## src/rtl/multicycle_control_unit.sv

```systemverilog
// Multicycle MIPS control sequencer: one Moore FSM shares the memory port and ALU across
// 3-5 cycles per instruction, stalls on mem_ready, parks in HALT on illegal encodings.
//
// state    | meaning
// ---------+----------------------------------------------
// FETCH    | read instruction at PC, PC <= PC+4 on ready
// DECODE   | branch target into ALUOut, dispatch on opcode
// MEMADR   | effective address for lw/sw
// MEMRD    | data read at ALUOut, wait for ready
// MEMWB    | MDR -> rt
// MEMWR    | data write at ALUOut, wait for ready
// EXEC     | R-type ALU operation
// ALUWB    | ALUOut -> rd
// BRANCH   | beq compare, PC <= ALUOut if zero
// ADDIEX   | rs + imm
// ADDIWB   | ALUOut -> rt
// JUMP     | PC <= jump target
// JAL      | PC <= jump target, r31 <= PC
// JR       | PC <= rs
// HALT     | illegal instruction, only reset leaves
module multicycle_control_unit #(
  parameter int CNT_W       = 32,
  parameter bit ENABLE_LINK = 1'b1
) (
  input  logic             clk,
  input  logic             rst,
  input  logic [5:0]       opcode,
  input  logic [5:0]       funct,
  input  logic             mem_ready,
  output logic             mem_read,
  output logic             mem_write,
  output logic             i_or_d,
  output logic             ir_write,
  output logic             pc_write,
  output logic             pc_write_cond,
  output logic [1:0]       pc_src,
  output logic             alu_src_a,
  output logic [1:0]       alu_src_b,
  output logic [3:0]       alu_ctrl,
  output logic             reg_write,
  output logic [1:0]       reg_dst,
  output logic [1:0]       mem_to_reg,
  output logic             halted,
  output logic [CNT_W-1:0] instr_count
);

  typedef enum logic [3:0] {
    S_FETCH, S_DECODE, S_MEMADR, S_MEMRD, S_MEMWB, S_MEMWR, S_EXEC, S_ALUWB,
    S_BRANCH, S_ADDIEX, S_ADDIWB, S_JUMP, S_JAL, S_JR, S_HALT
  } state_t;

  localparam logic [5:0] OP_RTYPE = 6'b000000;
  localparam logic [5:0] OP_LW    = 6'b100011;
  localparam logic [5:0] OP_SW    = 6'b101011;
  localparam logic [5:0] OP_BEQ   = 6'b000100;
  localparam logic [5:0] OP_ADDI  = 6'b001000;
  localparam logic [5:0] OP_J     = 6'b000010;
  localparam logic [5:0] OP_JAL   = 6'b000011;

  localparam logic [5:0] FN_JR  = 6'b001000;
  localparam logic [5:0] FN_ADD = 6'b100000;
  localparam logic [5:0] FN_SUB = 6'b100010;
  localparam logic [5:0] FN_AND = 6'b100100;
  localparam logic [5:0] FN_OR  = 6'b100101;
  localparam logic [5:0] FN_SLT = 6'b101010;

  localparam logic [3:0] ALU_AND = 4'b0000;
  localparam logic [3:0] ALU_OR  = 4'b0001;
  localparam logic [3:0] ALU_ADD = 4'b0010;
  localparam logic [3:0] ALU_SUB = 4'b0110;
  localparam logic [3:0] ALU_SLT = 4'b0111;

  state_t           state_q, state_d;
  logic [CNT_W-1:0] count_q, count_d;
  logic             funct_alu_ok;

  assign funct_alu_ok = (funct == FN_ADD) || (funct == FN_SUB) || (funct == FN_AND) ||
                        (funct == FN_OR)  || (funct == FN_SLT);

  always_comb begin
    state_d = state_q;
    case (state_q)
      S_FETCH:  if (mem_ready) state_d = S_DECODE;
      S_DECODE: begin
        if (opcode == OP_RTYPE && funct == FN_JR)
          state_d = ENABLE_LINK ? S_JR : S_HALT;
        else if (opcode == OP_RTYPE && funct_alu_ok)
          state_d = S_EXEC;
        else if (opcode == OP_LW || opcode == OP_SW)
          state_d = S_MEMADR;
        else if (opcode == OP_BEQ)
          state_d = S_BRANCH;
        else if (opcode == OP_ADDI)
          state_d = S_ADDIEX;
        else if (opcode == OP_J)
          state_d = S_JUMP;
        else if (opcode == OP_JAL)
          state_d = ENABLE_LINK ? S_JAL : S_HALT;
        else
          state_d = S_HALT;
      end
      S_MEMADR: state_d = (opcode == OP_SW) ? S_MEMWR : S_MEMRD;
      S_MEMRD:  if (mem_ready) state_d = S_MEMWB;
      S_MEMWR:  if (mem_ready) state_d = S_FETCH;
      S_EXEC:   state_d = S_ALUWB;
      S_ADDIEX: state_d = S_ADDIWB;
      S_MEMWB, S_ALUWB, S_BRANCH, S_ADDIWB, S_JUMP, S_JAL, S_JR:
                state_d = S_FETCH;
      S_HALT:   state_d = S_HALT;
      default:  state_d = S_HALT;
    endcase
  end

  // Every return to FETCH retires exactly one instruction; HALT never returns.
  always_comb begin
    count_d = count_q;
    if (state_d == S_FETCH && state_q != S_FETCH)
      count_d = count_q + CNT_W'(1);
  end

  always_ff @(posedge clk) begin
    if (rst) begin
      state_q <= S_FETCH;
      count_q <= '0;
    end else begin
      state_q <= state_d;
      count_q <= count_d;
    end
  end

  assign instr_count = count_q;

  always_comb begin
    mem_read      = 1'b0;
    mem_write     = 1'b0;
    i_or_d        = 1'b0;
    ir_write      = 1'b0;
    pc_write      = 1'b0;
    pc_write_cond = 1'b0;
    pc_src        = 2'b00;
    alu_src_a     = 1'b0;
    alu_src_b     = 2'b00;
    alu_ctrl      = ALU_AND;
    reg_write     = 1'b0;
    reg_dst       = 2'b00;
    mem_to_reg    = 2'b00;
    halted        = 1'b0;
    // Reset blanks every strobe so an interrupted instruction leaves no partial write.
    if (!rst) begin
      case (state_q)
        S_FETCH: begin
          mem_read  = 1'b1;
          alu_src_b = 2'b01;
          alu_ctrl  = ALU_ADD;
          ir_write  = mem_ready;
          pc_write  = mem_ready;
        end
        S_DECODE: begin
          alu_src_b = 2'b11;
          alu_ctrl  = ALU_ADD;
        end
        S_MEMADR, S_ADDIEX: begin
          alu_src_a = 1'b1;
          alu_src_b = 2'b10;
          alu_ctrl  = ALU_ADD;
        end
        S_MEMRD: begin
          mem_read = 1'b1;
          i_or_d   = 1'b1;
        end
        S_MEMWB: begin
          reg_write  = 1'b1;
          mem_to_reg = 2'b01;
        end
        S_MEMWR: begin
          mem_write = 1'b1;
          i_or_d    = 1'b1;
        end
        S_EXEC: begin
          alu_src_a = 1'b1;
          case (funct)
            FN_SUB:  alu_ctrl = ALU_SUB;
            FN_AND:  alu_ctrl = ALU_AND;
            FN_OR:   alu_ctrl = ALU_OR;
            FN_SLT:  alu_ctrl = ALU_SLT;
            default: alu_ctrl = ALU_ADD;
          endcase
        end
        S_ALUWB: begin
          reg_write = 1'b1;
          reg_dst   = 2'b01;
        end
        S_BRANCH: begin
          alu_src_a     = 1'b1;
          alu_ctrl      = ALU_SUB;
          pc_write_cond = 1'b1;
          pc_src        = 2'b01;
        end
        S_ADDIWB: reg_write = 1'b1;
        S_JUMP: begin
          pc_write = 1'b1;
          pc_src   = 2'b10;
        end
        S_JAL: begin
          pc_write   = 1'b1;
          pc_src     = 2'b10;
          reg_write  = 1'b1;
          reg_dst    = 2'b10;
          mem_to_reg = 2'b10;
        end
        S_JR: begin
          pc_write = 1'b1;
          pc_src   = 2'b11;
        end
        S_HALT:  halted = 1'b1;
        default: halted = 1'b1;
      endcase
    end
  end

endmodule

```

## config.mk

```make
export PLATFORM = sky130hd
export DESIGN_NAME = multicycle_control_unit
export DESIGN_NICKNAME = d
export VERILOG_FILES = /design/src/rtl/multicycle_control_unit.sv
export SDC_FILE = /design/constraint.sdc
export NUM_CORES = 1
export LEC_CHECK = 0
export CORE_UTILIZATION = 29
export CTS_CLUSTER_DIAMETER = 60
export DETAILED_ROUTE_END_ITERATION = 7
export PLACE_DENSITY_LB_ADDON = 0.12
export SETUP_SLACK_MARGIN = 0.5
export SYNTH_ARGS = -nofsm -noshare
export SYNTH_HDL_FRONTEND = slang
export SYNTH_SLANG_ARGS = --single-unit
```

## constraint.sdc

```tcl
create_clock -name clk -period 4.5 [get_ports clk]
set_clock_uncertainty 0.05 [all_clocks]
set_input_delay 0.9 -clock clk [delete_from_list [all_inputs] [get_ports clk]]
set_output_delay 0.9 -clock clk [all_outputs]
set_load 0.02 [all_outputs]
```

### Word level (Yosys, flattened, before mapping)

Cells that the tools add are included.

| word-level totals | value |
|---|---|
| flip-flop bits (word level) | 36 |
| input bits | 15 |
| output and inout bits | 53 |

| cells by class | value |
|---|---|
| $add $sub $neg | 1 |
| equal/unequal tests | 25 |
| mux-type cells | 41 |
| reduce and logical (&&, ||, !) cells | 22 |

Operators with widths:

| operator | number |
|---|---|
| 6-bit == test (second input constant) | 7 |
| 32-bit by 1-bit adder with 32-bit output (second input constant) | 1 |
| 4-bit one-hot mux with 8 select lines | 1 |
| 4-bit == test (second input constant) | 6 |
| 4-bit 2-to-1 mux | 6 |
| 1-bit 2-to-1 mux | 17 |
| 4-bit by 3-bit == test with 1-bit output (second input constant) | 4 |
| 3-bit 2-to-1 mux | 5 |
| 14-bit OR reduction | 1 |
| 6-bit by 2-bit == test with 1-bit output (second input constant) | 2 |
| 6-bit by 4-bit == test with 1-bit output (second input constant) | 2 |
| 2-bit one-hot mux with 3 select lines | 2 |
| 3-bit one-hot mux with 4 select lines | 1 |
| 4-bit OR reduction | 3 |
| 2-bit 2-to-1 mux | 5 |
| 3-bit one-hot mux with 3 select lines | 1 |
| 4-bit by 2-bit == test with 1-bit output (second input constant) | 2 |
| 4-bit logical NOT | 2 |
| 2-bit one-hot mux with 2 select lines | 2 |
| 2-bit OR reduction | 4 |
| 7-bit OR reduction | 1 |
| 6-bit by 3-bit == test with 1-bit output (second input constant) | 1 |
| 6-bit logical NOT | 1 |
| 1-bit logical OR | 5 |
| other kinds (5) | 7 |

### Longest topological paths before layout

Gate-level depths: netlist of the first run.

| logic depth | value |
|---|---|
| word-level depth | 11 |
| gate-level depth with buffers | 9 |
| mapped depth without buffers | 6 |

### Worst setup path before layout of the first run

OpenSTA, ideal clock, no wires.

| timing | value |
|---|---|
| path kind | input -> output |
| start | input rst |
| end | output reg_dst[1] |
| data arrival time | 2.415 ns |
| slack | 1.135 ns |
| cell stages on the path | 4 |
| path through | clkbuf_1 -> nand2b_1 -> nor4b_1 -> buf_4 |

| between the ends | value |
|---|---|
| longest elaborated chain between the ends | 1 |

RTL lines:

| element | RTL line | source |
|---|---|---|
| start: declaration | 26 | `input logic rst,` |
| 2-bit 2-to-1 mux | 149 | `if (!rst) begin` |
| end: declaration | 41 | `output logic [1:0] reg_dst,` |

Every way passes these cells.

### Worst setup path in the final report of the first run

| timing | value |
|---|---|
| start | input mem_ready |
| end | output pc_write |

| between the ends | value |
|---|---|
| longest elaborated chain between the ends | 2 |

RTL lines:

| element | RTL line | source |
|---|---|---|
| start: declaration | 29 | `input logic mem_ready,` |
| 1-bit one-hot mux with 2 select lines | 150 | `case (state_q)` |
| 1-bit 2-to-1 mux | 149 |  |
| end: declaration | 34 | `output logic pc_write,` |

Every way passes these cells.

==> reports/results.tsv, run 1 <==
stage	metric	value	unit
global_route	grt_pass1_vias	2793	
global_route	grt_overflow	0	
worst_setup_path	crit_arrival	2.63	ns
timing	drv_slew	0	
global_route	grt_max_degree	67	
timing	worstMarginPinSlew	0.7195	ns
clock_network	clk_pin_slew	0.08	ns
logic_synthesis	yosys-top-cells-count	53 x nor2_1, 36 x dfxtp_1, 35 x nor2b_1	
timing	setup-tns-final	0	ns
clock_network	cts_resized	0	
timing	setup_viol	0	
logic_synthesis	syn_nets	374	
cells_and_area	syn_to_final_growth	24.13	%
cells_and_area	drive_above_1_share	0.1778	
run	maxCapViolations	0	
worst_setup_path	crit_path_start_kind	input pin	
cells_and_area	multi_input_area	2078	um2
logic_synthesis	ys_ff_latch	36	
worst_setup_path	cp-end-kind	output port	
cells_and_area	fill_cells	1053	
worst_setup_path	reg2reg_to	instr_count[0]$_SDFFE_PP0P_	
routing	drtIter0Drc	132	
placed_design	dp_hpwl	5651	um
timing	rsz0062_at_grt	no	
floorplanning	core_area	9955	um2
logic_synthesis	synth_largest_area_cell	dfxtp_1	
min_path	hold_path.class	flip-flop to flip-flop	
logic_synthesis	synth-edff-count	0	
power	power	1.265	mW
floorplanning	pin_count	68	
floorplanning	die_h	104.2	um
floorplanning	die_area	10850	um2
logic_synthesis	synthTopCellsByArea	dfxtp_1 24%, mux2_4 12%, nor4_2 7.4%	
worst_setup_path	reg2reg_depth	6	
power	power_leakage	1.272	nW
worst_setup_path	rrSetupSlack	1.55	ns
timing	fin_crit_sh	0.7950	
clock_network	cts-root-buf	clkbuf_8	
cells_and_area	nets	420	
routing	drc	0	
timing	finalCriticalPeriod	3.578	ns
worst_setup_path	endpoint	pc_write	
clock_network	insertion_delay	0.30	ns
timing	maxSlewHeadroom	0.5197	
timing	finalHoldViolCount	0	
clock_network	cts_buffers	5	
worst_setup_path	worstPathRequired	3.55	ns
routing	final_antenna_net_count	0	
clock_network	cts_hold_buf	0	
logic_synthesis	synth_cells	358	
logic_synthesis	synth_flop_cell	dfxtp_1	
logic_synthesis	netlist_area	3028	um2
clock_network	clockBufferDepth	2	
cells_and_area	regArea	720.7	um2
logic_synthesis	synth_async_sr_flop_share	0	
clock_network	ctsHtreeMaxLevel	2	
logic_synthesis	synth_warnings	0	
worst_setup_path	cp_max_fo	6	
routing	viasPerCell	5.225	
clock_network	tritoncts	built	
global_route	grt_pass1_wl	13830	um
worst_setup_path	path_class	input pin to output port	
routing	vias	2811	
floorplanning	num_rows	36	
power	ir_drop	0.2486	mV
worst_setup_path	cp-startpoint	mem_ready	
logic_synthesis	yosysTopAreaCellShare	0.2380	
worst_setup_path	reg2reg_from	state_q[1]$_SDFF_PP0_	
run_status	status	finished clean	
power	power.density	336.6	nW/um2
routing	wl_per_cell	15.22	um
logic_synthesis	ys_seq_area_frac	0.2380	
logic_synthesis	ys_types	56	
logic_synthesis	syn_avg_cell_area	8.458	um2
placed_design	port_buffers	66	
cells_and_area	diodes	0	
floorplanning	start_util	0.3042	
logic_synthesis	yosysMostFrequentCell	nor2_1	
routing	routed_wl	8188	um
clock_network	clock_sinks	36	
floorplanning	die_w	104.2	um
routing	first_pass_iters	4	
clock_network	cts_setup_buffers	0	
global_route	track_usage	0.1559	
placed_design	gp_congestion	0.7817	
global_route	antenna_found_initial	0	
timing	fmax	279.5	MHz
[metrics by stage]
| stage | setup slack, ns | util | hold slack (ns) | instance area, um2 | instances |
|---|---|---|---|---|---|
| 6_report | 0.9223 | 0.3776 | 0.4886 | 3759 | 538 |
| 5_1_grt | 0.7762 | 0.3776 | 0.5355 | 3759 | 538 |
| 3_5_place_dp | 0.8283 | 0.3683 | 0.4796 | 3666 | 530 |
| 2_1_floorplan | 1.135 | - | 0.5303 | 3028 | 358 |
| 3_3_place_gp | 0.8780 | 0.3683 | 0.4673 | 3666 | 530 |
| 4_1_cts | 0.9022 | 0.3776 | 0.4923 | 3759 | 538 |
[cells by family (layout without fill, tap and decap cells)]
group,after synthesis,in the layout,share of synthesized area
muxes,31,31,0.1455
other,1,1,0.001238
AOI/OAI and AO/OA,36,36,0.08347
adders and majority gates,1,1,0.004132
buffers and inverters,35,82,0.07561
xor gates and xnor gates,2,2,0.005786
and+or+nand+nor,216,216,0.4463
DFF,36,36,0.2380
[power breakdown]
part	leakage, nW	total, mW	internal, mW	switching [mW]
Sequential	0.291	0.398	0.334	0.0637
Clock	0.0510	0.254	0.123	0.131
Combinational	0.931	0.613	0.210	0.403
Total	1.27	1.26	0.667	0.598
[final cells by class]
class,instances,area share
clock inverters,2,0.002663
multi-input cells,287,0.5529
clock buffers,6,0.02197
flip-flops and latches,36,0.1917
inverters,4,0.003995
repair buffers,70,0.1824
well taps,133,0.04427
[layout by cell type (no fill, tap or decap), drive strengths merged, types with 6 or more instances in the layout]
master         instances
nor2b                 35
nor4                  28
nand3                 22
dfxtp                 36
a21oi                 12
and3                  10
and4                   8
nand2                 12
nor2                  53
clkbuf                 6
nand4                 12
clkdlybuf4s50         65
mux2                  29
nand2b                 6
nor3                  10
[worst min-delay path by stage]
stage,slack [ns],end,startpoint,cells past startpoint
after floorplan,0.53,instr_count[1]$_SDFFE_PP0P_,instr_count[1]$_SDFFE_PP0P_,2
after CTS,0.49,instr_count[2]$_SDFFE_PP0P_,instr_count[2]$_SDFFE_PP0P_,2
after global placement,0.47,instr_count[1]$_SDFFE_PP0P_,instr_count[1]$_SDFFE_PP0P_,2
after detailed placement,0.48,instr_count[2]$_SDFFE_PP0P_,instr_count[2]$_SDFFE_PP0P_,2
final,0.49,instr_count[1]$_SDFFE_PP0P_,instr_count[1]$_SDFFE_PP0P_,2
after global routing,0.54,instr_count[1]$_SDFFE_PP0P_,instr_count[1]$_SDFFE_PP0P_,2
[routing by layer]
metal / wire (um) / track usage
met1: 3967 / 0.2016
met2: 3823 / 0.2657
met3: 277 / 0.02632
met4: 119 / 0.04286
met5: 0 / 0
[registers in the layout, indices dropped and copies added (netlist names)]
signal	flops
instr_count	32
state_q	4
[critical path, stage by stage]
cell             delay [ns]
clkdlybuf4s50_1        0.56
inv_1                  0.08
nor4b_1                0.32
or2_2                  0.17
clkdlybuf4s50_1        0.59
(Power assumes the default switching activity.)
==> run 2, diff against run 1 <==
Clock period 4.5 ns to 3.5 ns, I/O delays scaled along.
==> run 2 against run 1 <==
- sequential power is 24% higher
- via count is 0.96% lower
- die area stayed put
- final cell count is 1.9% higher
- non-clock buffer count is 10 higher
- clock-buffer cell count is 2 higher
- combinational power is 47% higher
- sequential share of layout area is 0.60 points lower
- first-iteration DRC count stayed put
- flip-flop and latch count stayed put
- final area is 4.1% higher
- critical endpoint is now instr_count[18]$_SDFFE_PP0P_
==> reports/results.tsv, run 2 (synthesis results as in run 1) <==
stage	metric	value	unit
floorplanning	pin_count	68	
power	seqPwrFrac	0.289	
global_route	antenna_found_initial	0	
routing	first_pass_iters	4	
cells_and_area	largest_register_ffs	32	
cells_and_area	regArea	726.9	um2
min_path	whs_path_depth	2	
placed_design	dp_hpwl	5774	um
timing	rsz0062_at_grt	yes	
routing	routed_wl	8177	um
worst_setup_path	reg2reg_from	state_q[1]$_SDFF_PP0_	
placed_design	port_buffers	66	
placed_design	place_area	3746	um2
routing	viasPerCell	5.080	
clock_network	clk_pin_slew	0.07	ns
timing	fmax	339.4	MHz
clock_network	clock_sinks	36	
floorplanning	start_util	0.3042	
clock_network	insertion_delay	0.29	ns
worst_setup_path	cp_max_fo	22	
min_path	hold_end	instr_count[1]$_SDFFE_PP0P_	
run_status	status	finished clean	
routing	vias	2784	
worst_setup_path	reg2reg_to	instr_count[30]$_SDFFE_PP0P_	
cells_and_area	nets	430	
timing	setup_viol	0	
timing	finalHoldViolCount	0	
power	ir_drop	0.2515	mV
floorplanning	num_rows	36	
power	power_leakage	1.392	nW
clock_network	cts_buffers	5	
power	pwr-share-clk	0.184	
worst_setup_path	path_cells	clkdlybuf4s50_1, buf_4, nor4b_1, a31o_2, o211ai_1, buf_4, nor4_1, mux2_2	
floorplanning	core_area	9955	um2
clock_network	cts_hold_buf	0	
worst_setup_path	rrSetupSlack	0.81	ns
worst_setup_path	max_stage_delay	0.48	ns
placed_design	gp_congestion	0.7564	
global_route	track_usage	0.1520	
timing	drv_slew	0	
worst_setup_path	reg2reg_depth	7	
floorplanning	die_h	104.2	um
cells_and_area	diodes	0	
routing	drc	0	
clock_network	tritoncts	built	
cells_and_area	design_area	3914	um2
global_route	grt_overflow	0	
clock_network	clockBufferDepth	2	
global_route	grt_pass1_wl	13730	um
global_route	grt_max_degree	66	
min_path	hold_path.class	flip-flop to flip-flop	
power	p_comb_frac	0.527	
cells_and_area	final_common_cell	clkdlybuf4s50_1	
cells_and_area	drive_above_1_share	0.2241	
worst_setup_path	worstPathRequired	3.63	ns
timing	finalCriticalPeriod	2.946	ns
clock_network	cts-root-buf	clkbuf_8	
worst_setup_path	crit_top_cell	buf_4	
routing	drtIter0Drc	132	
run	maxCapViolations	0	
timing	holdWs	0.4896	ns
worst_setup_path	crit_path_start_kind	input pin	
routing	wl_per_cell	14.92	um
power	internal-power	0.9352	mW
min_path	hp-start	instr_count[1]$_SDFFE_PP0P_	
floorplanning	die_area	10850	um2
worst_setup_path	crit_arrival	3.08	ns
cells_and_area	fill_cells	1043	
worst_setup_path	slowest_stage	clkdlybuf4s50_1	
cells_and_area	syn_to_final_growth	29.26	%
timing	maxSlewHeadroom	0.5351	
power	power.density	436.8	nW/um2
timing	setup-tns-final	0	ns
worst_setup_path	path_class	input pin to flip-flop	
timing	fin_crit_sh	0.8417	
worst_setup_path	cp-end-kind	flip-flop	
cells_and_area	multi_input_area	2141	um2
global_route	grt_pass1_vias	2726	
cells_and_area	final_cell_mix	57 x clkdlybuf4s50_1, 53 x nor2_1, 33 x nor2b_1, 33 x dfxtp_1, 25 x mux2_4	
routing	final_antenna_net_count	0	
timing	worstMarginPinSlew	0.6921	ns
floorplanning	die_w	104.2	um
clock_network	ctsHtreeMaxLevel	2	
power	swShare	0.4530	
power	power.switching	0.7744	mW
-- run 2: cell types whose count changed in the layout (fill, tap and decap cells not counted), sizes merged --
cell,change
clkbuf,+2
clkinv,-2
dlymetal6s2s,+3
buf,+10
clkdlybuf4s50,-8
dlygate4sd2,+5
-- run 2: cell type report --
class / count / share of cell area
Multi-Input combinational cell: 287 / 0.5470
Clock buffer: 8 / 0.02302
Inverter: 4 / 0.003836
Sequential cell: 36 / 0.1857
Tap cell: 133 / 0.04252
Timing Repair Buffer: 80 / 0.1979
-- run 2: worst max-delay path by stage --
stage | from | slack, ns | cells past startpoint | end
3_3_place_gp | opcode[5] | 0.24 | 9 | instr_count[19]$_SDFFE_PP0P_
2_1_floorplan | rst | 0.53 | 4 | reg_dst[1]
5_1_grt | opcode[2] | 0.45 | 8 | instr_count[18]$_SDFFE_PP0P_
4_1_cts | mem_ready | 0.37 | 5 | pc_write
6_report | opcode[2] | 0.55 | 8 | instr_count[18]$_SDFFE_PP0P_
3_5_place_dp | funct[2] | 0.22 | 8 | instr_count[16]$_SDFFE_PP0P_
-- run 2: metrics by stage --
stage / worst slack (ns) / utilization / std cells / total power [mW]
6_report: 0.5539 / 0.3932 / 548 / 1.710
3_3_place_gp: 0.2355 / 0.3763 / 539 / 1.387
4_1_cts: 0.3743 / 0.3862 / 547 / 1.709
2_1_floorplan: 0.5348 / - / 358 / 1.193
3_5_place_dp: 0.2172 / 0.3763 / 539 / 1.387
5_1_grt: 0.4476 / 0.3932 / 548 / 1.823
-- run 2: repair_timing --
action,4_1_cts,5_1_grt
gates resized for setup,10,13
gates cloned,0,0
pin swaps,0,2
setup endpoints to repair,10,35
buffers inserted,0,1
-- run 2: worst max-delay path, delay by kind of cell --
family / cells / cell delay (ns)
AO/OA/AOI/OAI: 2 / 0.39
AND/OR/NAND/NOR: 2 / 0.65
multiplexers: 1 / 0.37
buffers and inverters: 3 / 0.95
-- run 2: per-layer routing --
layer,vias to the layer above,global-route usage,share of wire,routed length [um]
met2,64,0.2595,0.49,4003
met4,0,0.04184,0.0097,79
met5,-,0,0,0
met3,6,0.02318,0.036,293
met1,1295,0.1977,0.46,3800
li1,1419,-,-,-
-- run 2: power groups by stage --
stage               sequential [mW]  clock [mW]  combinational, mW
global route                  0.500       0.345              0.978
CTS                           0.491       0.326              0.892
floorplan                     0.466           0              0.726
finish                        0.493       0.315              0.902
global placement              0.499           0              0.888
detailed placement            0.497           0              0.889
==> run 3, diff against run 2 <==
Clock period 3.5 ns to 2.9 ns, I/O delays scaled along.
==> run 3 against run 2 <==
- worst hold slack gained 0.0091 ns
- power rose by 78%
- flip-flop and latch count did not move
- via count up 12%
- largest cell class unchanged
- largest power group unchanged
- critical path depth unchanged
- setup slack got worse by 0.11 ns
- global-route usage increased by 2.2 points
- final area increased by 20%
- non-clock buffer count grew 43
- sequential power increased by 16%
- clock power is 21% higher
- first-iteration DRC count up 1.5%
==> reports/results.tsv, run 3 (synthesis results as in run 1) <==
stage	metric	value	unit
floorplanning	pin_count	68	
placed_design	place_area	4030	um2
timing	maxSlewHeadroom	0.5702	
floorplanning	core_area	9955	um2
run_status	status	finished clean	
global_route	grt_pass1_wl	15450	um
worst_setup_path	reg2reg_from	state_q[0]$_SDFF_PP0_	
global_route	grt_max_degree	66	
routing	final_antenna_net_count	0	
timing	setup-tns-final	0	ns
clock_network	clock_sinks	36	
timing	setup_viol	0	
worst_setup_path	crit_arrival	2.59	ns
worst_setup_path	path_cells	or4b_4, or4b_4, o21a_4, nand2b_4, buf_12, buf_16, nor4_4, mux2_4	
worst_setup_path	cp_max_fo	7	
timing	rsz0062_at_grt	yes	
placed_design	port_buffers	66	
clock_network	cts_buffers	5	
timing	finalCriticalPeriod	2.459	ns
worst_setup_path	crit_path_start_kind	flip-flop	
routing	first_pass_iters	4	
placed_design	gp_congestion	0.7723	
timing	setup_ws	0.4411	ns
worst_setup_path	worstPathRequired	3.03	ns
placed_design	dp_hpwl	6017	um
cells_and_area	syn_to_final_growth	55.08	%
routing	viasPerCell	5.274	
power	ir_drop	0.3494	mV
timing	fin_crit_sh	0.8479	
routing	wl_met1	4186	um
routing	routed_wl	9433	um
routing	drtIter0Drc	134	
floorplanning	die_area	10850	um2
placed_design	dp_cells	559	
cells_and_area	nets	473	
cells_and_area	diodes	0	
worst_setup_path	path_class	flip-flop to flip-flop	
worst_setup_path	slowest_stage	or4b_4	
run	maxCapViolations	0	
worst_setup_path	cp.depth	8	
worst_setup_path	critPathBufInv	2	
cells_and_area	final_cells	591	
timing	worstMarginPinSlew	0.6447	ns
worst_setup_path	cp-end-kind	flip-flop	
clock_network	clk_pin_slew	0.08	ns
min_path	hp-start	instr_count[2]$_SDFFE_PP0P_	
min_path	whs_path_depth	2	
min_path	hold_end	instr_count[2]$_SDFFE_PP0P_	
worst_setup_path	reg2reg_depth	8	
routing	dr_wl_met2	4651	um
clock_network	clockBufferDepth	2	
cells_and_area	drive_above_1_share	0.3996	
global_route	track_usage	0.1743	
worst_setup_path	rrSetupSlack	0.44	ns
timing	finalHoldViolCount	0	
timing	drv_slew	0	
cells_and_area	largest_register_ffs	32	
routing	top_layer	met4	
cells_and_area	multi_input_area	2470	um2
floorplanning	start_util	0.3042	
clock_network	tritoncts	built	
worst_setup_path	reg2reg_to	instr_count[18]$_SDFFE_PP0P_	
floorplanning	num_rows	36	
min_path	hold_path.class	flip-flop to flip-flop	
global_route	grt_overflow	0	
worst_setup_path	max_stage_delay	0.53	ns
routing	wl_met3	430	um
routing	wl_per_cell	15.96	um
power	power	3.046	mW
floorplanning	die_h	104.2	um
cells_and_area	final_cell_mix	52 x nor2_1, 38 x buf_4, 32 x clkdlybuf4s50_1	
worst_setup_path	cp_top_family	simple AND/OR/NAND/NOR gates	
routing	vias	3117	
clock_network	cts_hold_buf	0	
power	power_leakage	1.758	nW
cells_and_area	final_common_cell	nor2_1	
routing	drc	0	
worst_setup_path	crit_top_cell	or4b_4	
global_route	grt_pass1_vias	3057	
cells_and_area	fill_cells	953	
floorplanning	die_w	104.2	um
power	power.density	648.6	nW/um2
timing	fmax	406.7	MHz
clock_network	insertion_delay	0.30	ns
cells_and_area	regArea	734.5	um2
clock_network	cts-root-buf	clkbuf_8	
global_route	antenna_found_initial	0	
placed_design	place_ws	-0.1871	ns
cells_and_area	design_area	4696	um2
clock_network	ctsHtreeMaxLevel	2	
==> run 3: changes by cell type in the layout (fill, tap and decap cells not counted), sizes merged <==
cell	delta
bufbuf	+1
dlygate4sd1	+1
clkdlybuf4s50	-25
clkdlybuf4s15	+4
buf	+45
clkbuf	+12
dlygate4sd2	+7
dlymetal6s2s	-2
==> run 3: worst reg2reg max path: stages, from the launching register on <==
cell and delay [ns]:
dfxtp_4 0.36, or4b_4 0.53, or4b_4 0.53, o21a_4 0.15, nand2b_4 0.12, buf_12 0.12
buf_16 0.14, nor4_4 0.06, mux2_4 0.29
==> run 3: timing repair <==
item	in CTS	in global routing
pin swaps	19	13
cloned	6	1
resized for setup	116	42
buffers inserted	13	4
endpoints found under the hold margin	0	0
endpoints found under the setup margin	51	40
==> run 3: metrics by stage <==
| step | hold WS (ns) | utilization |
|---|---|---|
| final | 0.4987 | 0.4717 |
| after global routing | 0.5156 | 0.4717 |
| after CTS | 0.4926 | 0.4602 |
| after detailed placement | 0.4812 | 0.4049 |
| after global placement | 0.4891 | 0.4049 |
| after floorplan | 0.5304 | - |
==> run 3: layout make-up <==
type	count	area share
timing repair buffer	123	0.2598
sequential	36	0.1564
multi-input combinational	287	0.5260
tap	133	0.03544
clock buffer	8	0.01918
inverter	4	0.003197
==> run 3: power breakdown <==
part           total (mW)  switching [mW]  internal, mW
Sequential          0.570          0.0435         0.526
Combinational        2.09            1.09          1.00
Clock               0.382           0.188         0.194
Total                3.05            1.33          1.72
==> run 3: how the worst max path moves through the flow <==
| stage | from | end | slack (ns) |
|---|---|---|---|
| after floorplan | opcode[2] | instr_count[18]$_SDFFE_PP0P_ | 0.42 |
| after global placement | opcode[1] | instr_count[17]$_SDFFE_PP0P_ | -0.13 |
| after detailed placement | opcode[1] | instr_count[18]$_SDFFE_PP0P_ | -0.19 |
| after CTS | state_q[0]$_SDFF_PP0_ | instr_count[9]$_SDFFE_PP0P_ | 0.43 |
| after global routing | state_q[0]$_SDFF_PP0_ | instr_count[18]$_SDFFE_PP0P_ | 0.40 |
| final | state_q[0]$_SDFF_PP0_ | instr_count[18]$_SDFFE_PP0P_ | 0.44 |
==> run 3: layer usage <==
layer / vias up / track usage
li1: 1509 / -
met1: 1501 / 0.2199
met2: 94 / 0.3010
met3: 13 / 0.02569
met4: 0 / 0.06020
met5: - / 0
